File: src/rtl/gate_chk_pkg.sv
// Shared definitions for the gate-stage self-test sequencer.
// Holds the sequencer state encoding, the gate bit positions inside the
// 7-bit gate word, the vector count and a small popcount helper.
package gate_chk_pkg;

  typedef enum logic [1:0] {
    ST_IDLE   = 2'd0,
    ST_SETTLE = 2'd1,
    ST_SAMPLE = 2'd2,
    ST_DONE   = 2'd3
  } state_t;

  localparam int GATE_AND  = 0;
  localparam int GATE_OR   = 1;
  localparam int GATE_NOTA = 2;
  localparam int GATE_NAND = 3;
  localparam int GATE_NOR  = 4;
  localparam int GATE_XOR  = 5;
  localparam int GATE_XNOR = 6;

  localparam int NUM_GATES = 7;
  localparam int NUM_VEC   = 4;

  // Number of set bits in a gate word; used to count mismatching gates.
  function automatic logic [4:0] popcount7(input logic [6:0] word);
    logic [4:0] total;
    total = 5'd0;
    for (int i = 0; i < NUM_GATES; i++) begin
      total = total + {4'd0, word[i]};
    end
    return total;
  endfunction

endpackage

File: src/rtl/gate_golden_model.sv
// Combinational truth table of the two-input gate stage.
// Produces the expected 7-bit gate word for a given a/b pair, in the same
// bit order as the gate stage outputs.
module gate_golden_model
  import gate_chk_pkg::*;
(
  input  logic       a,
  input  logic       b,
  output logic [6:0] expected
);

  // One bit per gate, positioned by the shared gate index constants.
  always_comb begin
    expected            = 7'd0;
    expected[GATE_AND]  = a & b;
    expected[GATE_OR]   = a | b;
    expected[GATE_NOTA] = ~a;
    expected[GATE_NAND] = ~(a & b);
    expected[GATE_NOR]  = ~(a | b);
    expected[GATE_XOR]  = a ^ b;
    expected[GATE_XNOR] = ~(a ^ b);
  end

endmodule

File: src/rtl/gate_selftest_seq.sv
// Self-test sequencer for the two-input gate stage.
// Walks a/b through 00,01,10,11, waits SETTLE_CYCLES after each change,
// compares the returned gate word with the golden truth table and reports
// pass plus per-gate and per-vector failure masks.
// Optional feature macro: GATE_CHK_ERRCNT_EN adds the err_count port, a
// 5-bit total of mismatching (vector, gate) pairs (max 28, never saturates).
module gate_selftest_seq
  import gate_chk_pkg::*;
#(
  parameter int SETTLE_CYCLES = 1
) (
  input  logic       clk,
  input  logic       rst_n,
  input  logic       start,
  output logic       a,
  output logic       b,
  input  logic [6:0] gate_in,
  output logic       busy,
  output logic       done,
  output logic       pass,
  output logic [6:0] fail_mask,
`ifdef GATE_CHK_ERRCNT_EN
  output logic [4:0] err_count,
`endif
  output logic [3:0] fail_vec
);

  localparam logic [3:0] SETTLE_LAST = 4'(SETTLE_CYCLES - 1);
  localparam logic [1:0] LAST_VEC    = 2'(NUM_VEC - 1);

  state_t     state;
  logic [1:0] vec;
  logic [1:0] vec_next;
  logic [3:0] settle_cnt;
  logic [6:0] expected;
  logic [6:0] mismatch;
  logic [6:0] mask_next;

  // The golden word follows the registered a/b, so it always matches the
  // vector currently presented to the gate stage.
  gate_golden_model u_golden (
    .a        (a),
    .b        (b),
    .expected (expected)
  );

  // Per-sample comparison terms used by the sequencer below.
  always_comb begin
    mismatch  = gate_in ^ expected;
    mask_next = fail_mask | mismatch;
    vec_next  = vec + 2'd1;
  end

  // Sequencer: all outputs are registered and change only on state moves.
  always_ff @(posedge clk) begin
    if (!rst_n) begin
      state      <= ST_IDLE;
      vec        <= 2'd0;
      settle_cnt <= 4'd0;
      a          <= 1'b0;
      b          <= 1'b0;
      busy       <= 1'b0;
      done       <= 1'b0;
      pass       <= 1'b0;
      fail_mask  <= 7'd0;
      fail_vec   <= 4'd0;
`ifdef GATE_CHK_ERRCNT_EN
      err_count  <= 5'd0;
`endif
    end else begin
      done <= 1'b0;
      case (state)
        ST_IDLE: begin
          if (start) begin
            vec        <= 2'd0;
            a          <= 1'b0;
            b          <= 1'b0;
            settle_cnt <= 4'd0;
            fail_mask  <= 7'd0;
            fail_vec   <= 4'd0;
            pass       <= 1'b0;
`ifdef GATE_CHK_ERRCNT_EN
            err_count  <= 5'd0;
`endif
            busy       <= 1'b1;
            state      <= ST_SETTLE;
          end
        end
        ST_SETTLE: begin
          if (settle_cnt == SETTLE_LAST) begin
            state <= ST_SAMPLE;
          end else begin
            settle_cnt <= settle_cnt + 4'd1;
          end
        end
        ST_SAMPLE: begin
          fail_mask <= mask_next;
          if (|mismatch) begin
            fail_vec[vec] <= 1'b1;
          end
`ifdef GATE_CHK_ERRCNT_EN
          err_count <= err_count + popcount7(mismatch);
`endif
          if (vec == LAST_VEC) begin
            done  <= 1'b1;
            pass  <= (mask_next == 7'd0);
            state <= ST_DONE;
          end else begin
            vec        <= vec_next;
            a          <= vec_next[1];
            b          <= vec_next[0];
            settle_cnt <= 4'd0;
            state      <= ST_SETTLE;
          end
        end
        ST_DONE: begin
          busy  <= 1'b0;
          state <= ST_IDLE;
        end
        default: begin
          busy  <= 1'b0;
          state <= ST_IDLE;
        end
      endcase
    end
  end

endmodule

File: config.mk
export PLATFORM = sky130hd
export DESIGN_NAME = gate_selftest_seq
export DESIGN_NICKNAME = d
export VERILOG_FILES = /design/src/rtl/gate_chk_pkg.sv /design/src/rtl/gate_golden_model.sv /design/src/rtl/gate_selftest_seq.sv
export SDC_FILE = /design/constraint.sdc
export NUM_CORES = 1
export LEC_CHECK = 0
export CAP_MARGIN = 0
export CELL_PAD_IN_SITES_DETAIL_PLACEMENT = 1
export CELL_PAD_IN_SITES_GLOBAL_PLACEMENT = 1
export CORE_MARGIN = 2
export CORE_UTILIZATION = 40
export CTS_CLUSTER_DIAMETER = 150
export DETAILED_ROUTE_END_ITERATION = 7
export GPL_TIMING_DRIVEN = 0
export PLACE_DENSITY_LB_ADDON = 0.1
export RECOVER_POWER = 25
export SYNTH_ARGS = -nofsm -noshare
export SYNTH_HDL_FRONTEND = slang
export SYNTH_SLANG_ARGS = --single-unit
File: constraint.sdc
create_clock -name clk -period 4.04 [get_ports clk]
set_input_delay 1.212 -clock clk [delete_from_list [all_inputs] [get_ports clk]]
set_output_delay 1.212 -clock clk [all_outputs]
set_load 0.005 [all_outputs]
# ---- Yosys cells after proc, flatten, opt, wreduce, memory -nomap -nowiden
# Index checks and enable logic that the tools add are counted.
dict set report totals {
  reg_bits 24
  in_bits 10
  out_inout_bits 16
}
dict set report op_classes {
  addsub 2
  n_lt_le_gt_ge 2
  eq_ne 10
  mux 27
  bitwise_logic 10
  n_reduce_logical 16
}
# operator n
set ops {}
lappend ops {{$mux 4} 4}
lappend ops {{$pmux 7 s2} 1}
lappend ops {{$ne 2x2->1 const B} 6}
lappend ops {{$pmux 4 s3} 1}
lappend ops {{$mux 2} 5}
lappend ops {{$reduce_and 3->1} 3}
lappend ops {{$pmux 1 s2} 4}
lappend ops {{$pmux 2 s4} 1}
lappend ops {{$pmux 4 s2} 1}
lappend ops {{$reduce_and 2->1} 4}
lappend ops {{$logic_not 7->1} 1}
lappend ops {{$mux 1} 7}
lappend ops {{$mux 7} 1}
lappend ops {{$or 7x7->7} 1}
lappend ops {{$reduce_or 7->1} 1}
lappend ops {{$xor 7x7->7} 1}
lappend ops {{$eq 2x2->1 const B} 3}
lappend ops {{$add 4x1->4 const B} 1}
lappend ops {{$logic_not 4->1} 1}
lappend ops {{$not 1->1} 4}
lappend ops {{$or 4x4->4} 1}
lappend ops {{$pmux 2 s2} 1}
lappend ops {{$reduce_and 4->1} 1}
lappend ops {{$reduce_bool 2->1} 2}
lappend ops {{other kinds (11)} 11}

# ---- Logic depth before layout (Yosys ltp)
# Gate-level depths: netlist (run 1).
dict set report depth {
  word_depth 7
  ltp_mapped 6
}

# ---- Modules after synthesis
# Synthesis (run 1) repeated with hierarchy kept, for this count alone.
dict set report hier_totals {
  cells_unflattened 121
  hier_area_um2 1126.1
}
# mod n_inst cells_each area_each_um2 seq_area_each_um2
set modules_own_cells {}
lappend modules_own_cells {gate_selftest_seq 1 112 1057.3 440.4}
lappend modules_own_cells {gate_golden_model 1 9 68.8 0.0}

# ---- Worst setup path after synthesis (run 1)
# No wires, ideal clock.
dict set report synth_path {
  path_kind {input to register}
  startpoint {input start}
  endpoint {register fail_vec[3]}
  setup_time_ns 0.117
  arrival_ns 2.044
  setup_slack_ns 1.879
  cell_stages 5
  path_buffers 1
  path_cell_list {inv_1 or3_4 buf_6 and2_4 a22o_1}
}
dict set report synth_between {
  elab_chain_cells 2
}
# item line_no
set synth_lines {}
lappend synth_lines {{start: declaration} gate_selftest_seq.sv:14} ;# input logic start,
lappend synth_lines {{$ne 2x2->1 (no source line)} --}
lappend synth_lines {{$reduce_and 3->1 (no source line)} --}
lappend synth_lines {{end signal: assignment} gate_selftest_seq.sv:66} ;# fail_vec <= 4'd0;
lappend synth_lines {{end signal: assignment} gate_selftest_seq.sv:80} ;# fail_vec <= 4'd0;
lappend synth_lines {{end signal: indexed assignment} gate_selftest_seq.sv:99} ;# fail_vec[vec] <= 1'b1;
lappend synth_lines {{end: declaration} gate_selftest_seq.sv:25} ;# output logic [3:0] fail_vec
# No other way between the ends.
# A chain may end at the register's enable or synchronous reset.

==> metrics.yaml, run 1 <==
status: "finished clean"
gp_congestion: 0.7054
die-area_mm2: 0.003370
die_x_um: 58.05
whs_ps: 473.9
area_delta_synth_final_pct: 28.80
post-route-util_pct: 54.58
tightestPinTransition_ps: 595.5
worst_skew_pair.late_latency_ps: 310
fmax_mhz: 387.5
cpLargestDelayFamily: "buffers and inverters"
ys_async_sr_fraction_pct: 0
synth-edff-count: 0
synth_ff_type: "dfxtp_1"
power_frac_seq_pct: 48.6
timing.final.crit_share_pct: 63.88
htreeDepth: 1
diodes: 0
cts_tree: "done"
fp-row-count: 19
peakVddDrop_mv: 0.1698
hp-start: "fail_vec[1]"
fin_tns_setup_ps: 0
power.density_mw_per_mm2: 308.6
dp.cells: 178
vias_per_cell: 5.374
cts_resized: 0
root_buffer: "clkbuf_4"
firstDrtPassIters: 4
wl_per_cell_um: 15.35
crit_chain: "clkdlybuf4s50_1"
synthCells: 122
ys_seq_area_share_pct: 37.69
syn_area_mm2: 0.001169
fill_cells: 335
ant_nets: 0
pwr-share-comb_pct: 14.7
nets: 169
start_util_pct: 42.38
cp_slowest_cell: "clkdlybuf4s50_1"
port-buffer-count: 25
cts_max_path_buffers: 2
synth-seq-cells: 22
cp_max_fo: 7
avgSynthCellArea_um2: 9.579
cts.clk_slew.worst_paths_ps: 130
die_y_um: 58.05
instances_no_fill: 182
syn_nets: 139
fin_crit_ps: 2581
grt_overflow: 0
worstSetupPathType: "reg -> out"
clkPwrFrac_pct: 36.7
power.internal_w: 0.0003586
dr_total_vias: 978
grt_usage_pct: 18.09
rsz0062_at_grt: "no"
dp_hpwl_um: 2143
cp.required_ps: 2830
grt_antenna_before_repair: 0
post-cts-setup-buffers: 0
cp.arrival_ps: 1370
drc_errors: 0
hp-class: "reg -> reg"
crit_path_end_kind: "output port"
startpoint: "vec[1]"
r2r-start: "vec[1]"
grt_pass1_wl_um: 4705
coreArea_mm2: 0.002758
grt_max_degree: 14
drive_gt1_share_pct: 9.934
path_buf_inv: 1
grt_pass1_vias: 997
drt_wl_total_um: 2793
cap_viol_max_count: 0
clock_skew_ps: 6.157
slowest_delay_ps: 560
start_kind: "flop"
hold_viol_final: 0
p_sw_share_pct: 22.80
hold_buffers: 0
ys_warn_count: 0
relSlewSlack_pct: 60.06
cts_buffers: 3
ys_types: 35
switchingPower_w: 0.0001059
finalSetupViolations: 0
ioPinCount: 26
drt-initial-drc-count: 15
cts_sinks: 22
power_leakage_nw: 0.5506
slew_viol_final: 0
-- per-layer routing --
layer	vias up	GRT usage (%)	share of wire (%)
li1	484	-	-
met1	474	23.90	47
met2	18	31.49	49
met3	2	2.232	2.9
met4	0	3.987	0.61
met5	-	0	0
-- area by class of cell --
cell class	instances	area (um^2)	share of cell area (%)
clock inverter	1	30.03	1.995
tap	31	38.79	2.577
sequential	22	440.4	29.26
timing repair buffer	25	250.2	16.63
buffer	7	57.56	3.824
multi-input combinational	86	639.4	42.48
inverter	7	26.28	1.746
clock buffer	3	22.52	1.496
-- synthesized netlist by cell type, types with 2 or more instances --
cell type / instances / area share (%)
nand3_1: 2 / 0.86
nor4_1: 2 / 1.1
o21ai_0: 4 / 1.7
dfxtp_1: 22 / 38
xnor2_1: 5 / 3.7
a21boi_0: 2 / 1.3
xor2_1: 2 / 1.5
nor2_1: 4 / 1.3
inv_1: 7 / 2.2
mux2i_1: 2 / 1.7
a22o_1: 2 / 1.5
buf_6: 4 / 3.9
nor2b_1: 14 / 7.5
a21oi_1: 5 / 2.1
a32o_1: 3 / 2.6
and2_1: 2 / 1.1
nor3b_2: 2 / 2.1
or3_1: 2 / 1.1
nand2_1: 5 / 1.6
clkbuf_1: 2 / 0.64
ha_1: 7 / 7.5
a22oi_1: 9 / 5.8
-- registers in the layout (all words and copies together), names as in the netlist --
signal / cells
done: 1
settle_cnt: 4
fail_mask: 7
pass: 1
state: 2
fail_vec: 4
b: 1
busy: 1
vec: 1
-- placed cells by master, fill, tap and decap left out, types with 5 or more instances in the layout --
cell type         n
ha_1              7
inv_1             7
nor2b_1          14
dfxtp_1          22
nand2_1           5
clkdlybuf4s50_1  20
xnor2_1           5
a22oi_1           9
dlygate4sd3_1     5
a21oi_1           5
-- logic make-up (layout without fill, tap and decap cells) --
| group | Yosys count | after routing | synth area share [%] |
|---|---|---|---|
| compound gates | 28 | 28 | 17.45 |
| fa+ha+maj | 7 | 7 | 7.494 |
| xor+xnor | 7 | 7 | 5.246 |
| mux | 3 | 3 | 2.677 |
| simple gates | 41 | 41 | 22.27 |
| flops | 22 | 22 | 37.69 |
| buf+inv | 14 | 43 | 7.173 |
-- through the flow --
| stage | power, W | setup slack [ps] | cell area, um^2 |
|---|---|---|---|
| detailed placement | 0.0003003 | 1203 | 1458 |
| CTS | 0.0004717 | 1433 | 1510 |
| global placement | 0.0002981 | 1243 | 1458 |
| finish | 0.0004645 | 1459 | 1505 |
| global route | 0.0004823 | 1261 | 1505 |
| floorplan | 0.0002715 | 1879 | 1169 |
-- power by group through the flow --
stage	clock, W	sequential (W)	combinational (W)
after floorplan	0	0.000230	0.0000413
after global placement	0	0.000230	0.0000679
after detailed placement	0	0.000231	0.0000697
after CTS	0.000175	0.000226	0.0000703
after global routing	0.000181	0.000226	0.0000754
final	0.000170	0.000226	0.0000683
-- path summary, 6_finish.rpt --
check / endpoint / slack (ps) / cells after the start
max: a / 1460 / 1
min reg2reg: fail_vec[1] / 470 / 1
min: fail_vec[1] / 470 / 1
max reg2reg: fail_vec[0] / 1890 / 6
Note: power is estimated with default switching activity, not from simulation.
==> inputs of run 2 (changes only) <==
CORE_UTILIZATION = 37   (was 40)
clock period = 2.4 ns   (was 4.04 ns; I/O delays follow)
==> run 2 against run 1 <==
Compared with the run above:
- first-iteration DRC count up 53%
- clock-buffer cell count up 1
- total power up 50%
- global-route usage down 0.81 points
- cell count up 7.1%
- highest routed layer unchanged
- non-clock buffer count unchanged
- clock skew down 2.6 ps
- sequential share of layout area unchanged
==> metrics.yaml, run 2 (synthesis results as in run 1) <==
final_common_cell: "dfxtp_1"
grt_antenna_before_repair: 0
drive_gt1_share_pct: 9.934
vias_per_cell: 4.990
fill_cells: 366
peakVddDrop_mv: 0.2005
slew_viol_final: 0
cap_viol_max_count: 0
largest_registers: "fail_mask x7, fail_vec x4, settle_cnt x4"
drt-initial-drc-count: 23
coreArea_mm2: 0.003028
relSlewSlack_pct: 57.91
setup_ws_ps: 267.9
crit_path_end_kind: "flop"
hp-class: "reg -> reg"
wl_per_cell_um: 13.44
largest_reg_flops: 7
post-place-ws_ps: 58.18
cts.clk_slew.worst_paths_ps: 120
start_util_pct: 38.60
r2r-start: "vec[1]"
finalSetupViolations: 0
grt_pass1_vias: 1019
tightestPinTransition_ps: 627.6
cts_sinks: 22
cts_max_path_buffers: 2
post-cts-setup-buffers: 0
cp.arrival_ps: 2370
status: "finished clean"
worst_skew_pair.late_latency_ps: 300
root_buffer: "clkbuf_4"
die_y_um: 60.20
startpoint: "start"
diodes: 0
cp.required_ps: 2640
start_kind: "input pin"
fp-row-count: 20
timing.final.crit_share_pct: 88.84
drt_wl_total_um: 2620
power.density_mw_per_mm2: 462.4
cts_tree: "done"
drc_errors: 0
regArea_um2: 440.4
power_leakage_nw: 0.5437
dp_hpwl_um: 2055
rsz0062_at_grt: "no"
grt_max_degree: 13
grt_pass1_wl_um: 4657
nets: 169
cts_buffers: 3
multiInputGateArea_um2: 639.4
ioPinCount: 26
cts_resized: 0
hold_buffers: 0
die_x_um: 60.20
hold_viol_final: 0
fmax_mhz: 469.0
worstSetupPathType: "in -> reg"
grt_usage_pct: 17.28
clock_skew_ps: 3.582
fin_tns_setup_ps: 0
hp-start: "fail_vec[1]"
htreeDepth: 1
port-buffer-count: 25
dr_total_vias: 973
gp_congestion: 0.6721
final_cell_mix: "dfxtp_1, clkdlybuf4s50_1, nor2b_1, a22oi_1"
cp_max_fo: 6
ant_nets: 0
largest_register: "fail_mask"
grt_overflow: 0
firstDrtPassIters: 4
die-area_mm2: 0.003624
fin_crit_ps: 2132
area_delta_synth_final_pct: 28.80
-- run 2: changes by cell type in the layout (fill, tap and decap cells not counted) --
cell / previous run / this run
bufinv_16: 1 / 0
clkbuf_8: 0 / 1
-- run 2: where the power goes --
| part | internal [W] | switching, W | leakage, nW |
|---|---|---|---|
| Sequential | 0.000373 | 0.00000618 | 0.178 |
| Clock | 0.0000924 | 0.000110 | 0.0210 |
| Combinational | 0.0000614 | 0.0000521 | 0.344 |
| Total | 0.000527 | 0.000169 | 0.544 |
-- run 2: layer usage --
| metal | GRT usage (%) | up-vias | routed length [um] |
|---|---|---|---|
| li1 | - | 485 | - |
| met1 | 23.36 | 470 | 1278 |
| met2 | 28.26 | 16 | 1252 |
| met3 | 3.463 | 2 | 76 |
| met4 | 3.810 | 0 | 13 |
| met5 | 0 | - | 0 |
-- run 2: cell type report --
class                   count  area share, %
repair buffers             25          16.63
clock buffers               4          2.411
flip-flops and latches     22          29.26
well taps                  44          3.658
inverters                   7          1.746
plain buffers               7          3.824
multi-input cells          86          42.48
-- run 2: final timing paths --
| path | endpoint | slack, ps | cells past startpoint |
|---|---|---|---|
| max | settle_cnt[3] | 270 | 5 |
| min | fail_vec[1] | 480 | 1 |
| max reg2reg | fail_vec[0] | 280 | 6 |
| min reg2reg | fail_vec[1] | 480 | 1 |
-- run 2: critical path, cell delays in order --
cell and delay, ps:
dlygate4sd3_1 590, nor3b_2 190, a211oi_1 510, o21ai_0 210, a21oi_1 150
-- run 2: through the flow --
step | std cells | utilization [%] | hold WS (ps) | cell area, um^2 | power (W)
3_5_place_dp | 191 | 48.68 | 452.6 | 1474 | 0.0005043
4_1_cts | 195 | 49.88 | 483.2 | 1510 | 0.0007096
3_3_place_gp | 191 | 48.68 | 447.7 | 1474 | 0.0005026
2_1_floorplan | 122 | - | 455.7 | 1169 | 0.0004570
6_report | 195 | 49.71 | 475.4 | 1505 | 0.0006960
5_1_grt | 195 | 49.71 | 501.2 | 1505 | 0.0007395
==> inputs of run 3 (changes only) <==
TNS_END_PERCENT = 10   (was default)
==> results of run 3 <==
Final layout, timing and power as in run 2 (identical DEF).
